===== src/rtl/food_placer.sv =====
// food_placer: picks a pseudo-random free playfield cell for the next food item.
// A free-running 10-bit LFSR supplies candidates. Each candidate is range/food
// checked, then compared against every snake segment read from an external
// memory with one-cycle read latency.
//
// Handshake: req is a single-cycle pulse. It is accepted directly in IDLE.
// While busy, it sets a 1-deep pending flag, and further reqs are dropped.
// Every placement ends with exactly one of done (cell committed) or fail
// (tries exhausted), each a one-cycle pulse, and then returns to IDLE.
module food_placer #(
   parameter int MAX_LEN   = 64,
   parameter int GRID_W    = 32,
   parameter int GRID_H    = 24,
   parameter int MAX_TRIES = 15
) (
   input  logic       clk,
   input  logic       rst,
   input  logic       req,
   input  logic [6:0] snake_len,
   output logic [5:0] seg_addr,
   input  logic [4:0] seg_h,
   input  logic [4:0] seg_v,
   output logic [4:0] food_h,
   output logic [4:0] food_v,
   output logic       food_valid,
   output logic       busy,
   output logic       done,
   output logic       fail,
   output logic [1:0] dbg_state
);

   localparam logic [1:0] S_IDLE   = 2'd0;
   localparam logic [1:0] S_DRAW   = 2'd1;
   localparam logic [1:0] S_SCAN   = 2'd2;
   localparam logic [1:0] S_COMMIT = 2'd3;

   localparam int            TW       = (MAX_TRIES < 2) ? 1 : $clog2(MAX_TRIES + 1);
   localparam logic [TW-1:0] TRY_LAST = TW'(MAX_TRIES - 1);
   localparam logic [6:0]    LEN_MAX  = 7'(MAX_LEN);
   localparam logic [5:0]    GW       = 6'(GRID_W);
   localparam logic [5:0]    GH       = 6'(GRID_H);

   logic [1:0]    state_q, state_d;
   logic [9:0]    lfsr_q, lfsr_d;
   logic [6:0]    len_q, len_d;
   logic [6:0]    addr_q, addr_d;
   logic          cmp_vld_q, cmp_vld_d;
   logic          cmp_last_q, cmp_last_d;
   logic [TW-1:0] tries_q, tries_d;
   logic [4:0]    cand_h_q, cand_h_d;
   logic [4:0]    cand_v_q, cand_v_d;
   logic [4:0]    food_h_q, food_h_d;
   logic [4:0]    food_v_q, food_v_d;
   logic          food_valid_q, food_valid_d;
   logic          done_q, done_d;
   logic          fail_q, fail_d;
   logic          pending_q, pending_d;

   logic [4:0] draw_h;
   logic [4:0] draw_v;
   logic       draw_reject;
   logic       seg_hit;
   logic       try_exhausted;
   logic [6:0] len_clamped;
   logic       issuing;

   assign draw_h        = lfsr_q[4:0];
   assign draw_v        = lfsr_q[9:5];
   assign draw_reject   = ({1'b0, draw_h} >= GW) || ({1'b0, draw_v} >= GH) ||
                          (food_valid_q && (draw_h == food_h_q) && (draw_v == food_v_q));
   assign seg_hit       = (seg_h == cand_h_q) && (seg_v == cand_v_q);
   assign try_exhausted = (tries_q == TRY_LAST);
   assign len_clamped   = (snake_len > LEN_MAX) ? LEN_MAX : snake_len;
   // A read is issued on every SCAN cycle until all L addresses are out. On the
   // cycle a hit aborts the scan, that speculative read is simply ignored.
   assign issuing       = (state_q == S_SCAN) && (addr_q < len_q);

   assign seg_addr   = issuing ? addr_q[5:0] : 6'd0;
   assign food_h     = food_h_q;
   assign food_v     = food_v_q;
   assign food_valid = food_valid_q;
   assign busy       = (state_q != S_IDLE);
   assign done       = done_q;
   assign fail       = fail_q;
   assign dbg_state  = state_q;

   // Next-state logic: LFSR stepping, request capture, draw/scan/commit sequencing.
   always_comb begin
      state_d      = state_q;
      lfsr_d       = {lfsr_q[8:0], lfsr_q[9] ^ lfsr_q[6]};
      len_d        = len_q;
      addr_d       = addr_q;
      cmp_vld_d    = cmp_vld_q;
      cmp_last_d   = cmp_last_q;
      tries_d      = tries_q;
      cand_h_d     = cand_h_q;
      cand_v_d     = cand_v_q;
      food_h_d     = food_h_q;
      food_v_d     = food_v_q;
      food_valid_d = food_valid_q;
      done_d       = 1'b0;
      fail_d       = 1'b0;
      pending_d    = pending_q;

      // Any req seen outside IDLE is remembered once. This includes the
      // COMMIT cycle, so a req that coincides with the done pulse is kept.
      if (req && (state_q != S_IDLE)) begin
         pending_d = 1'b1;
      end

      case (state_q)
         S_IDLE: begin
            if (req || pending_q) begin
               state_d   = S_DRAW;
               len_d     = len_clamped;
               tries_d   = '0;
               pending_d = 1'b0;
            end
         end
         S_DRAW: begin
            if (draw_reject) begin
               tries_d = tries_q + TW'(1);
               if (try_exhausted) begin
                  fail_d  = 1'b1;
                  state_d = S_IDLE;
               end
            end else begin
               cand_h_d = draw_h;
               cand_v_d = draw_v;
               if (len_q == 7'd0) begin
                  state_d = S_COMMIT;
               end else begin
                  state_d    = S_SCAN;
                  addr_d     = 7'd0;
                  cmp_vld_d  = 1'b0;
                  cmp_last_d = 1'b0;
               end
            end
         end
         S_SCAN: begin
            if (cmp_vld_q && seg_hit) begin
               cmp_vld_d = 1'b0;
               tries_d   = tries_q + TW'(1);
               if (try_exhausted) begin
                  fail_d  = 1'b1;
                  state_d = S_IDLE;
               end else begin
                  state_d = S_DRAW;
               end
            end else if (cmp_vld_q && cmp_last_q) begin
               cmp_vld_d = 1'b0;
               state_d   = S_COMMIT;
            end else if (issuing) begin
               addr_d     = addr_q + 7'd1;
               cmp_vld_d  = 1'b1;
               cmp_last_d = (addr_q == (len_q - 7'd1));
            end else begin
               cmp_vld_d = 1'b0;
            end
         end
         default: begin
            food_h_d     = cand_h_q;
            food_v_d     = cand_v_q;
            food_valid_d = 1'b1;
            done_d       = 1'b1;
            state_d      = S_IDLE;
         end
      endcase
   end

   // State registers with asynchronous active-high reset.
   always_ff @(posedge clk or posedge rst) begin
      if (rst) begin
         state_q      <= S_IDLE;
         lfsr_q       <= 10'h001;
         len_q        <= 7'd0;
         addr_q       <= 7'd0;
         cmp_vld_q    <= 1'b0;
         cmp_last_q   <= 1'b0;
         tries_q      <= '0;
         cand_h_q     <= 5'd0;
         cand_v_q     <= 5'd0;
         food_h_q     <= 5'd0;
         food_v_q     <= 5'd0;
         food_valid_q <= 1'b0;
         done_q       <= 1'b0;
         fail_q       <= 1'b0;
         pending_q    <= 1'b0;
      end else begin
         state_q      <= state_d;
         lfsr_q       <= lfsr_d;
         len_q        <= len_d;
         addr_q       <= addr_d;
         cmp_vld_q    <= cmp_vld_d;
         cmp_last_q   <= cmp_last_d;
         tries_q      <= tries_d;
         cand_h_q     <= cand_h_d;
         cand_v_q     <= cand_v_d;
         food_h_q     <= food_h_d;
         food_v_q     <= food_v_d;
         food_valid_q <= food_valid_d;
         done_q       <= done_d;
         fail_q       <= fail_d;
         pending_q    <= pending_d;
      end
   end

endmodule


===== config.mk =====
export PLATFORM = sky130hd
export DESIGN_NAME = food_placer
export DESIGN_NICKNAME = d
export VERILOG_FILES = /design/src/rtl/food_placer.sv
export SDC_FILE = /design/constraint.sdc
export NUM_CORES = 1
export LEC_CHECK = 0
export CAP_MARGIN = 5
export CORE_MARGIN = 4
export CORE_UTILIZATION = 50
export CTS_CLUSTER_SIZE = 20
export DETAILED_ROUTE_END_ITERATION = 8
export PLACE_DENSITY = 0.74
export SYNTH_ARGS = -nofsm -noshare
export SYNTH_HDL_FRONTEND = slang
export SYNTH_SLANG_ARGS = --single-unit

===== constraint.sdc =====
create_clock -name clk -period 6.4 [get_ports clk]
set_input_delay 1.92 -clock clk [delete_from_list [all_inputs] [get_ports clk]]
set_output_delay 1.92 -clock clk [all_outputs]
set_load 0.01 [all_outputs]

==> impl_metrics.csv <==
group,metric,value,unit
outcome,status,"finished clean",
power,p_int,0.6071,mW
synthesis,async_flop_share,100.0,%
clock_tree,insertion_delay,310,ps
global_routing,grt_pass1_wl,10.11,mm
floorplanning,ios,42,
synthesis,yosysUniqueCellTypes,49,
timing,setup_ws,1706,ps
power,combPwrFrac,32.9,%
cells_and_area,nets,347,
critical_path,cp_max_fo,10,
clock_tree,path_clk_slew,100,ps
detailed_routing,route.met3.wl,215,microns
timing,rsz0062_at_grt,"false",
timing,clock_skew,6.268,ps
synthesis,yosysWarnings,0,
global_routing,grt_overflow,0,
critical_path,critical_path_required,4480,ps
detailed_routing,wl_per_cell,15.33,microns
critical_path,arrival,2770,ps
detailed_routing,met2_length,2.834,mm
place,place_ws,2052,ps
floorplanning,fp.dieW,85.43,microns
cells_and_area,area_delta_synth_final,18.86,%
power,leakage,1.696,nW
power,power_frac_clock,21.3,%
floorplanning,fp.dieArea,7298,sq um
detailed_routing,num_vias,2088,
clock_tree,cts_hold_buf,0,
floorplanning,num_rows,27,
detailed_routing,wl_met1,2.798,mm
detailed_routing,first_iter_violations,87,
timing,final.period_utilization,73.35,%
cells_and_area,drive_gt1_share,15.65,%
timing,maxSlewHeadroom,51.49,%
floorplanning,initial_core_util,52.82,%
clock_tree,clk_path_buf_depth,2,
cells_and_area,n_antenna_cell,0,
timing,finalCriticalPeriod,4694,ps
clock_tree,cts_resized,0,
clock_tree,cts_tree,"done",
place,port_buffers,41,
timing,slew_viol_final,0,
timing,fin_setup_tns,0,ps
synthesis,syn_nets,304,
global_routing,grt.total_usage,17.26,%
power,p_switching,0.3242,mW
synthesis,synth_ff_type,"dfrtp_1",
power,vdd_drop_max,171.3,uV
clock_tree,cts_root_buffer,"clkbuf_8",
clock_tree,cts.sinks,56,
global_routing,antenna_found_initial,0,
place,hpwl,4.352,mm
power,switching_share,34.81,%
global_routing,grt_pass1_vias,2121,
timing,max_freq,0.2130,GHz
floorplanning,fp.dieH,85.43,microns
timing,tightest_slew,727.6,ps
detailed_routing,top_layer,"met4",
synthesis,synth_edf_count,0,
critical_path,crit_type,"flop to primary output",
worst_hold_path,hold_class,"flop to flop",
synthesis,syn_inst,269,
clock_tree,cts_made_buffers,5,
timing,hold_viol_final,0,
power,power.density,261.4,nW/um^2
detailed_routing,drc_errors,0,
place,routabilityCongestion,0.8448,
synthesis,synth-seq-area-share,46.79,%
clock_tree,post_cts_buffers,0,
timing,timing.hold.ws,430.4,ps
critical_path,end_kind,"primary output",
detailed_routing,final_antenna_net_count,0,
detailed_routing,drtPass1Iterations,4,
detailed_routing,viasPerCell,5.423,
cells_and_area,fin_util,62.79,%
synthesis,synthesis.area,2998,sq um
synthesis,synth-seq-cells,56,
synthesis,synth_area_per_cell,11.14,sq um
timing,setup_viol,0,
critical_path,start_kind,"flop",
power,total_power,0.9313,mW
job,cap_viol_max_count,0,
clock_tree,htreeDepth,2,
detailed_routing,postRouteWirelength,5.903,mm
power,seqPwrFrac,45.9,%
floorplanning,core_area,5675,sq um
global_routing,grt_max_degree,57,
area by class of cell:
cell class	instances	area [sq um]
Sequential cell	56	1403
Multi-Input combinational cell	190	1494
Timing Repair Buffer	43	425.4
Clock inverter	3	22.52
Clock buffer	5	68.82
Fill cell	458	2112
Tap cell	72	90.09
Inverter	16	60.06
through the flow:
stage / instance area, sq um / std cells
2_1_floorplan: 2998 / 269
6_report: 3563 / 385
3_3_place_gp: 3472 / 377
5_1_grt: 3563 / 385
4_1_cts: 3563 / 385
3_5_place_dp: 3472 / 377
flip-flops by register name (all words and copies together) (netlist names):
name and flops:
cand_h_q 5, tries_q 4, food_v 5, cmp_vld_q 1, cmp_last_q 1, dbg_state 2, done 1, pending_q 1
len_q 7, food_valid 1, addr_q 7, food_h 5, cand_v_q 5, lfsr_q 10, fail 1
worst max-delay path, cell delays in order, from the launching register on:
cell and delay (ps):
dfrtp_1 440, inv_1 100, ha_1 360, inv_1 200
a211o_1 320, nor3_4 320, and2_2 200, clkdlybuf4s50_1 530
synth_stat cells (2+ instances only):
master     n  area share (%)
xnor2_1   19             5.6
dfrtp_1   55              46
a21oi_1    5            0.83
mux2_2    25             9.4
ha_1      15             6.3
nand3_1   10             1.7
a211o_1    5             1.5
nor3_1     5            0.83
nand2b_1   7             1.5
a31oi_1    2            0.42
xor2_1    11             3.2
o21ai_0   10             1.7
nor2_1     9             1.1
and2_2     5             1.3
a21o_1     2            0.50
nor4_1     7             1.5
a32oi_1    2            0.58
mux2i_1    3             1.0
inv_1     16             2.0
a211oi_1   2            0.50
buf_4      2            0.50
nand4_1    4            0.83
nand2_1   16             2.0
o211a_1    3             1.0
clkbuf_1   4            0.50
and3_1     2            0.42
final timing paths:
check / from / endpoint / slack (ps) / depth (start not counted)
max reg2reg: dbg_state[0]$_DFFE_PP0P_ / addr_q[5]$_DFFE_PP0P_ / 3660 / 8
min: lfsr_q[0]$_DFF_PP1_ / lfsr_q[1]$_DFF_PP0_ / 430 / 0
max in group asynchronous: rst / cand_v_q[2]$_DFFE_PP0P_ / 3840 / 3
max: dbg_state[0]$_DFFE_PP0P_ / seg_addr[5] / 1710 / 7
min in group asynchronous: rst / food_v[3]$_DFFE_PP0P_ / 2110 / 3
min reg2reg: lfsr_q[0]$_DFF_PP1_ / lfsr_q[1]$_DFF_PP0_ / 430 / 0
cell families after synthesis:
logic type | Yosys count | synth area share (%)
and+or+nand+nor | 76 | 14.11
DFF | 56 | 46.79
AOI/OAI and AO/OA | 41 | 10.31
xor gates and xnor gates | 30 | 8.765
muxes | 28 | 10.39
buffers and inverters | 23 | 3.380
adders and majority gates | 15 | 6.260
power by group through the flow:
stage	Sequential (mW)	Combinational, mW	Clock [mW]
floorplan	0.424	0.231	0
global placement	0.433	0.301	0
detailed placement	0.435	0.308	0
CTS	0.428	0.310	0.202
global route	0.434	0.348	0.217
finish	0.427	0.306	0.198
per-layer routing:
| layer | vias to the layer above | global-route usage, % |
|---|---|---|
| met5 | - | 0 |
| met4 | 0 | 4.748 |
| met3 | 6 | 3.495 |
| met2 | 31 | 27.61 |
| met1 | 1015 | 23.83 |
| li1 | 1036 | - |
placed cells by master (no fill, tap or decap), types with 5 or more instances in the layout:
cell / n
mux2_2: 25
clkdlybuf4s50_1: 41
xnor2_1: 19
o21ai_0: 10
dfrtp_1: 55
inv_1: 15
a211o_1: 5
clkbuf_8: 5
nand3_1: 10
nor3_1: 5
a21oi_1: 5
nand2_1: 16
nand2b_1: 7
ha_1: 15
nor2_1: 9
xor2_1: 11
nor4_1: 7
and2_2: 5
(Power assumes the default switching activity.)
